`src/rtl/relu_maxpool.sv`:
```
// relu_maxpool
//   Optional ReLU followed by a 2x2 stride-2 max-pool over the raster-order
//   pixel stream of the 3x3 convolution stage. A one-row line buffer keeps
//   the horizontal pair-maxima of each even row. Those values are combined
//   with the pair-maxima of the following odd row to produce one pooled pixel
//   per 2x2 window. The block applies no back-pressure.
//
//   Build option: define RELU_MAXPOOL_RELU_EN to clamp negative inputs to 0
//   before pooling. When it is left undefined, the block is a pure signed
//   max-pool. Timing and counters are the same in both builds.
//
// Parameters
//   IN_W  valid conv pixels per row (odd -> last column dropped), <= 255
//   IN_H  valid conv rows per frame (odd -> last row dropped), <= 255
//   DW    pixel width, two's complement
//
// Ports
//   clk         rising-edge clock
//   reset       synchronous active-low reset (0 = reset)
//   pxl_in      conv output pixel, signed
//   valid_in    pxl_in qualifier; only valid beats advance state
//   pool_out    pooled pixel, registered, holds between pulses
//   pool_valid  1-cycle pulse per pooled pixel
//   pool_col    output column index of pool_out
//   pool_row    output row index of pool_out
//   frame_done  1-cycle pulse after the last input beat of a frame
module relu_maxpool #(
  parameter int IN_W = 4,
  parameter int IN_H = 4,
  parameter int DW   = 16
) (
  input  logic          clk,
  input  logic          reset,
  input  logic [DW-1:0] pxl_in,
  input  logic          valid_in,
  output logic [DW-1:0] pool_out,
  output logic          pool_valid,
  output logic [7:0]    pool_col,
  output logic [7:0]    pool_row,
  output logic          frame_done
);

  localparam int PW = (IN_W / 2 > 0) ? IN_W / 2 : 1;
  localparam logic [7:0] COL_LAST = 8'(IN_W - 1);
  localparam logic [7:0] ROW_LAST = 8'(IN_H - 1);
  // Columns/rows at or beyond these limits are the odd-dimension leftovers.
  localparam logic [7:0] COL_LIM  = 8'(2 * (IN_W / 2));
  localparam logic [7:0] ROW_LIM  = 8'(2 * (IN_H / 2));

  function automatic logic signed [DW-1:0] smax(input logic signed [DW-1:0] a,
                                                input logic signed [DW-1:0] b);
    return (a > b) ? a : b;
  endfunction

  logic [7:0]           col_q, col_d;
  logic [7:0]           row_q, row_d;
  logic signed [DW-1:0] h_max_q, h_max_d;
  logic signed [DW-1:0] linebuf_q [PW];
  logic signed [DW-1:0] linebuf_d [PW];
  logic signed [DW-1:0] pool_out_q, pool_out_d;
  logic                 pool_valid_q, pool_valid_d;
  logic [7:0]           pool_col_q, pool_col_d;
  logic [7:0]           pool_row_q, pool_row_d;
  logic                 frame_done_q, frame_done_d;

  logic signed [DW-1:0] x;
  logic signed [DW-1:0] lb_rd;
  logic signed [DW-1:0] pair_max;
  logic signed [DW-1:0] win_max;
  logic [7:0]           col_half;

  always_comb begin
`ifdef RELU_MAXPOOL_RELU_EN
    x = pxl_in[DW-1] ? '0 : $signed(pxl_in);
`else
    x = $signed(pxl_in);
`endif
  end

  assign col_half = {1'b0, col_q[7:1]};

  always_comb begin
    lb_rd = '0;
    for (int i = 0; i < PW; i++) begin
      if (col_half == 8'(i)) lb_rd = linebuf_q[i];
    end
  end

  assign pair_max = smax(h_max_q, x);
  assign win_max  = smax(lb_rd, pair_max);

  always_comb begin
    col_d        = col_q;
    row_d        = row_q;
    h_max_d      = h_max_q;
    linebuf_d    = linebuf_q;
    pool_out_d   = pool_out_q;
    pool_valid_d = 1'b0;
    pool_col_d   = pool_col_q;
    pool_row_d   = pool_row_q;
    frame_done_d = 1'b0;

    if (valid_in) begin
      if (col_q < COL_LIM && row_q < ROW_LIM) begin
        if (!col_q[0]) begin
          h_max_d = x;
        end else if (!row_q[0]) begin
          for (int i = 0; i < PW; i++) begin
            if (col_half == 8'(i)) linebuf_d[i] = pair_max;
          end
        end else begin
          pool_out_d   = win_max;
          pool_valid_d = 1'b1;
          pool_col_d   = col_half;
          pool_row_d   = {1'b0, row_q[7:1]};
        end
      end

      if (col_q == COL_LAST) begin
        col_d = '0;
        if (row_q == ROW_LAST) begin
          row_d        = '0;
          frame_done_d = 1'b1;
        end else begin
          row_d = row_q + 8'd1;
        end
      end else begin
        col_d = col_q + 8'd1;
      end
    end
  end

  always_ff @(posedge clk) begin
    if (!reset) begin
      col_q        <= '0;
      row_q        <= '0;
      h_max_q      <= '0;
      pool_out_q   <= '0;
      pool_valid_q <= 1'b0;
      pool_col_q   <= '0;
      pool_row_q   <= '0;
      frame_done_q <= 1'b0;
    end else begin
      col_q        <= col_d;
      row_q        <= row_d;
      h_max_q      <= h_max_d;
      pool_out_q   <= pool_out_d;
      pool_valid_q <= pool_valid_d;
      pool_col_q   <= pool_col_d;
      pool_row_q   <= pool_row_d;
      frame_done_q <= frame_done_d;
    end
  end

  // Every entry is rewritten in an even row before an odd row reads it,
  // so the line buffer needs no reset.
  always_ff @(posedge clk) begin
    linebuf_q <= linebuf_d;
  end

  assign pool_out   = pool_out_q;
  assign pool_valid = pool_valid_q;
  assign pool_col   = pool_col_q;
  assign pool_row   = pool_row_q;
  assign frame_done = frame_done_q;

endmodule
```
`config.mk`:
```
export PLATFORM = sky130hd
export DESIGN_NAME = relu_maxpool
export DESIGN_NICKNAME = d
export VERILOG_FILES = /design/src/rtl/relu_maxpool.sv
export SDC_FILE = /design/constraint.sdc
export NUM_CORES = 1
export LEC_CHECK = 0
export CAP_MARGIN = 40
export CORE_MARGIN = 10
export CORE_UTILIZATION = 58
export CTS_BUF_LIST = sky130_fd_sc_hd__clkbuf_2
export DETAILED_ROUTE_END_ITERATION = 10
export PLACE_DENSITY_LB_ADDON = 0.25
export SLEW_MARGIN = 25
export SYNTH_ARGS = -nofsm -noshare
export SYNTH_HDL_FRONTEND = slang
export SYNTH_SLANG_ARGS = --single-unit
```
`constraint.sdc`:
```
create_clock -name clk -period 5.4 [get_ports clk]
set_clock_uncertainty 0.15 [all_clocks]
set_input_delay 1.08 -clock clk [delete_from_list [all_inputs] [get_ports clk]]
set_output_delay 1.08 -clock clk [all_outputs]
set_load 0.05 [all_outputs]
```
==> flow_results.org <==
** Worst setup path
- STA puts the critical path data required time at around 5700 ps.
- Data on the critical path arrives at its endpoint at 5260 ps.
- The worst register-to-register path begins at h_max_q[1].
- The worst register-to-register path has a depth of 16.
- The critical path starts at pxl_in[3].
- For flop-to-flop paths, the worst setup slack is ~1100 ps.
- Category of the worst setup path capture point :: register
- Category of the worst setup path launch point :: primary input
- The setup path with the least slack is of type primary input to register.
- Maximum fanout along the worst path :: 12

** Route
- Final antenna-violating net count :: 0
- After detailed routing, the number of remaining DRC violations is 0.
- Summed over all layers, the routed wires come to 10,600 um.
- Pre-Repair DR Iteration Count :: 6
- Starting DRC count in detailed routing :: between 200 and 250
- After detailed routing, the number of vias per cell comes to approximately 5.6.
- Routed WL per cell :: ~17 um
- Routed vias :: about 3,500

** Status
- The run finished with clean final reports.

** Clock network
- Buffer depth of the longest clock path :: 2
- CTS H-tree depth :: 3
- Post-CTS Repair Setup Buffers :: 0
- Clock-pin transition on the worst setup and hold timing paths :: between 200 and 300 ps
- The cell sitting at the root of the clock tree is a clkbuf_2.
- Hold repair after CTS inserted 0 buffers.
- Total of cells resized after clock tree synthesis :: 0
- Clock tree synthesis found a total of 96 sinks.
- Buffers inserted during clock tree synthesis total 9.
- For the worst-skew pair, the clock arrives at the later sink with an insertion delay of around 570 ps.
- CTS tree :: yes

** GRT
- Global routing consumed, on the met1 layer, a little over a fifth of the routing resources.
- After global routing, the most crowded layer is met2.
- After global routing the overflow that remains totals 0.
- Across every metal layer, demand over resource in global routing totals between 15 and 20%.
- The first global-routing pass estimated roughly 17,000 um of wire.
- The number of antenna violations at the first check in global routing came to 0.
- For this run, global-route usage on met3 was measured as under 10%.
- Met2 GRT Util :: 27.2%
- Via count of the first global-routing pass :: about 3,500
- Entering global routing, the biggest net connects 29 pins.

** Floorplan
- In this run the count of I/O pins placed on the die edge is 53.
- Core Footprint :: a little under 8000 um2
- Die X-Extent :: 110 um
- The initialized floorplan defines 32 standard-cell rows.
- Die Y-Extent :: between 100 and 150 um
- The floorplan step defined a die boundary enclosing roughly 12,000 um2.
- The initial utilization of the core area, before any placement, comes to between 60% and 70%.

** STA
- Period minus WS final :: 4930 ps
- Final Hold Violating Endpoints :: 0
- Actual transition at the worst max-transition pin :: about 750 ps
- Peak Freq :: 203 MHz
- Count of pins over their slew limit :: 0
- The tightest hold path in the finished design has a slack of about 340 ps.
- The final critical path takes up slightly above 90% of the cycle.
- Summed over all failing endpoints, the final setup total negative slack is 0 ps.
- Setup repair after global routing missed its margin :: false
- Setup violations remaining at the end of the flow were counted as 0.
- Measured against its own limit, the worst slew margin works out to 49.9%.

** Pwr
- Max rail drop VDD :: 0.162 mV
- In this run the power density over the cells is approximately 270 nW/um2.
- Leak pwr :: roughly 2.3 nW

** Finish
- The net count of the finished layout is between 500 and 600.
- In the layout the commonest cells are 64 x dfxtp_1, 55 x nor2_1, 50 x clkdlybuf4s50_1.
- Fill cells in the final layout number slightly above 600.
- Most common cell after layout, fill and taps aside :: dfxtp_1
- From synthesis to final layout, the design area changed by 17.7%.
- Final antenna diode count :: 0
- Of the cells placed in the final design, the portion with a size suffix greater than 1 is approximately 11%.
- With fillers left out, the area of the finished cells amounts to roughly 5600 um2.
- Number of cells in the finished layout apart from fillers :: ~630

** Placed design
- In this run the cell area measured after placement is between 5000 and 6000 um2.
- Buffers placed on the I/O ports in this run total 50.
- Once detailed placement completed, the half-perimeter wirelength came to just under 8000 um.
- Routability-driven placement congestion ratio :: 0.886
- Instance count after placement with tap cells included :: about 610

** Logic synthesis
- Dividing the synthesized area by the synthesized cell count gives 10.4 um2.
- Post-synthesis register bit count :: between 90 and 100
- In this run, synthesis inferred 32 flip-flops with an integrated enable.
- Proportion of synthesized flip-flops having asynchronous set or reset :: 0%
- Synth Flop Type :: dfxtp_1
- In this run the cell area of the synthesized design comes to between 4000 and 5000 um2.
- Share of the synthesized area in the top cell type :: roughly 27%
- Total number of yosys warnings :: 0
- Synthesis handed over a netlist of approximately 460 instances.
- Synthesis instantiated 48 different standard cells from the library.
- Summed over all instances, the cell type with the most area after synthesis is dfxtp_1.
- Sequential elements use 47.3% of the synthesized area.
- By area the synthesized netlist is led by dfxtp_1 27%, edfxtp_1 20%, ha_1 9.0%.

** Hold path
- The min-delay analysis places its worst path in the category register to register.
- Worst hold stages :: 1
- The worst hold path begins at pool_col[3].

** Flow run
- Max-cap violations in this run came to 0.
## layout make-up
| class | count | area (um2) | share of cell area (%) |
|---|---|---|---|
| Clock buffer | 9 | 45.0 | 0.807 |
| Clock inverter | 7 | 118 | 2.11 |
| Inverter | 38 | 143 | 2.56 |
| Multi-Input combinational cell | 306 | 2280 | 40.8 |
| Sequential cell | 96 | 2240 | 40.2 |
| Tap cell | 102 | 128 | 2.29 |
| Timing Repair Buffer | 67 | 628 | 11.3 |
## synth_stat cells (5+ instances only)
cell / n
nand2_1: 35
xor2_1: 9
nor2_1: 55
inv_1: 38
mux2i_2: 6
edfxtp_1: 32
and2_1: 12
dfxtp_1: 64
o211ai_2: 6
nand3_1: 14
o211ai_1: 9
mux2i_1: 41
a21oi_1: 15
ha_1: 34
o21ai_0: 5
nand4_1: 15
clkbuf_1: 8
nor3_1: 7
## metal layers
layer / part of all wire, % / vias to the layer above
met4: 2.1 / 0
met2: 47 / 138
li1: - / 1721
met1: 45 / 1644
met5: 0 / -
met3: 6.5 / 24
## per-stage QoR
step                      setup WS (ps)  power (W)  util, %
after floorplan                     334    0.00100        -
after global placement              100    0.00108     69.1
after detailed placement          -66.9    0.00109     69.1
after CTS                           545    0.00153     71.1
after global routing                282    0.00160     71.1
final                               470    0.00153     71.1
## logic make-up after synthesis
group	synth area share, %
AO/OA/AOI/OAI	8.07
XOR/XNOR	2.40
adder cells (fa/ha/maj)	8.97
buffers and inverters	5.01
flip-flops	47.3
multiplexers	11.3
other	0.0791
AND/OR/NAND/NOR	16.9
## power by group
part	switching [W]	internal (W)	total, W
clock network	0.000245	0.000199	0.000444
logic	0.000169	0.000124	0.000293
registers	0.0000148	0.000776	0.000791
total	0.000429	0.00110	0.00153
## path summary, 6_finish.rpt
path / endpoint
worst max register to register: pool_out[7]
worst min-delay path: pool_col[3]
worst min register to register: pool_col[3]
worst max-delay path: pool_out[7]
## registers in the layout, indices dropped and copies added, names as in the netlist
signal / flops
col_q: 8
pool_col: 7
row_q: 8
frame_done: 1
linebuf_q: 32
pool_valid: 1
h_max_q: 16
pool_row: 7
pool_out: 16
## critical path, stage by stage
cell and delay (ps):
clkdlybuf4s50_1 550, inv_1 80, ha_1 340, a21oi_1 90, a2111o_1 460, a311oi_4 330, buf_4 250, mux2i_1 320
inv_1 150, ha_1 220, nor2b_1 110, o211ai_1 100, a2111o_1 390, a31oi_1 160, nand2b_1 240, buf_4 260
o211ai_1 110
(Power assumes the default switching activity.)
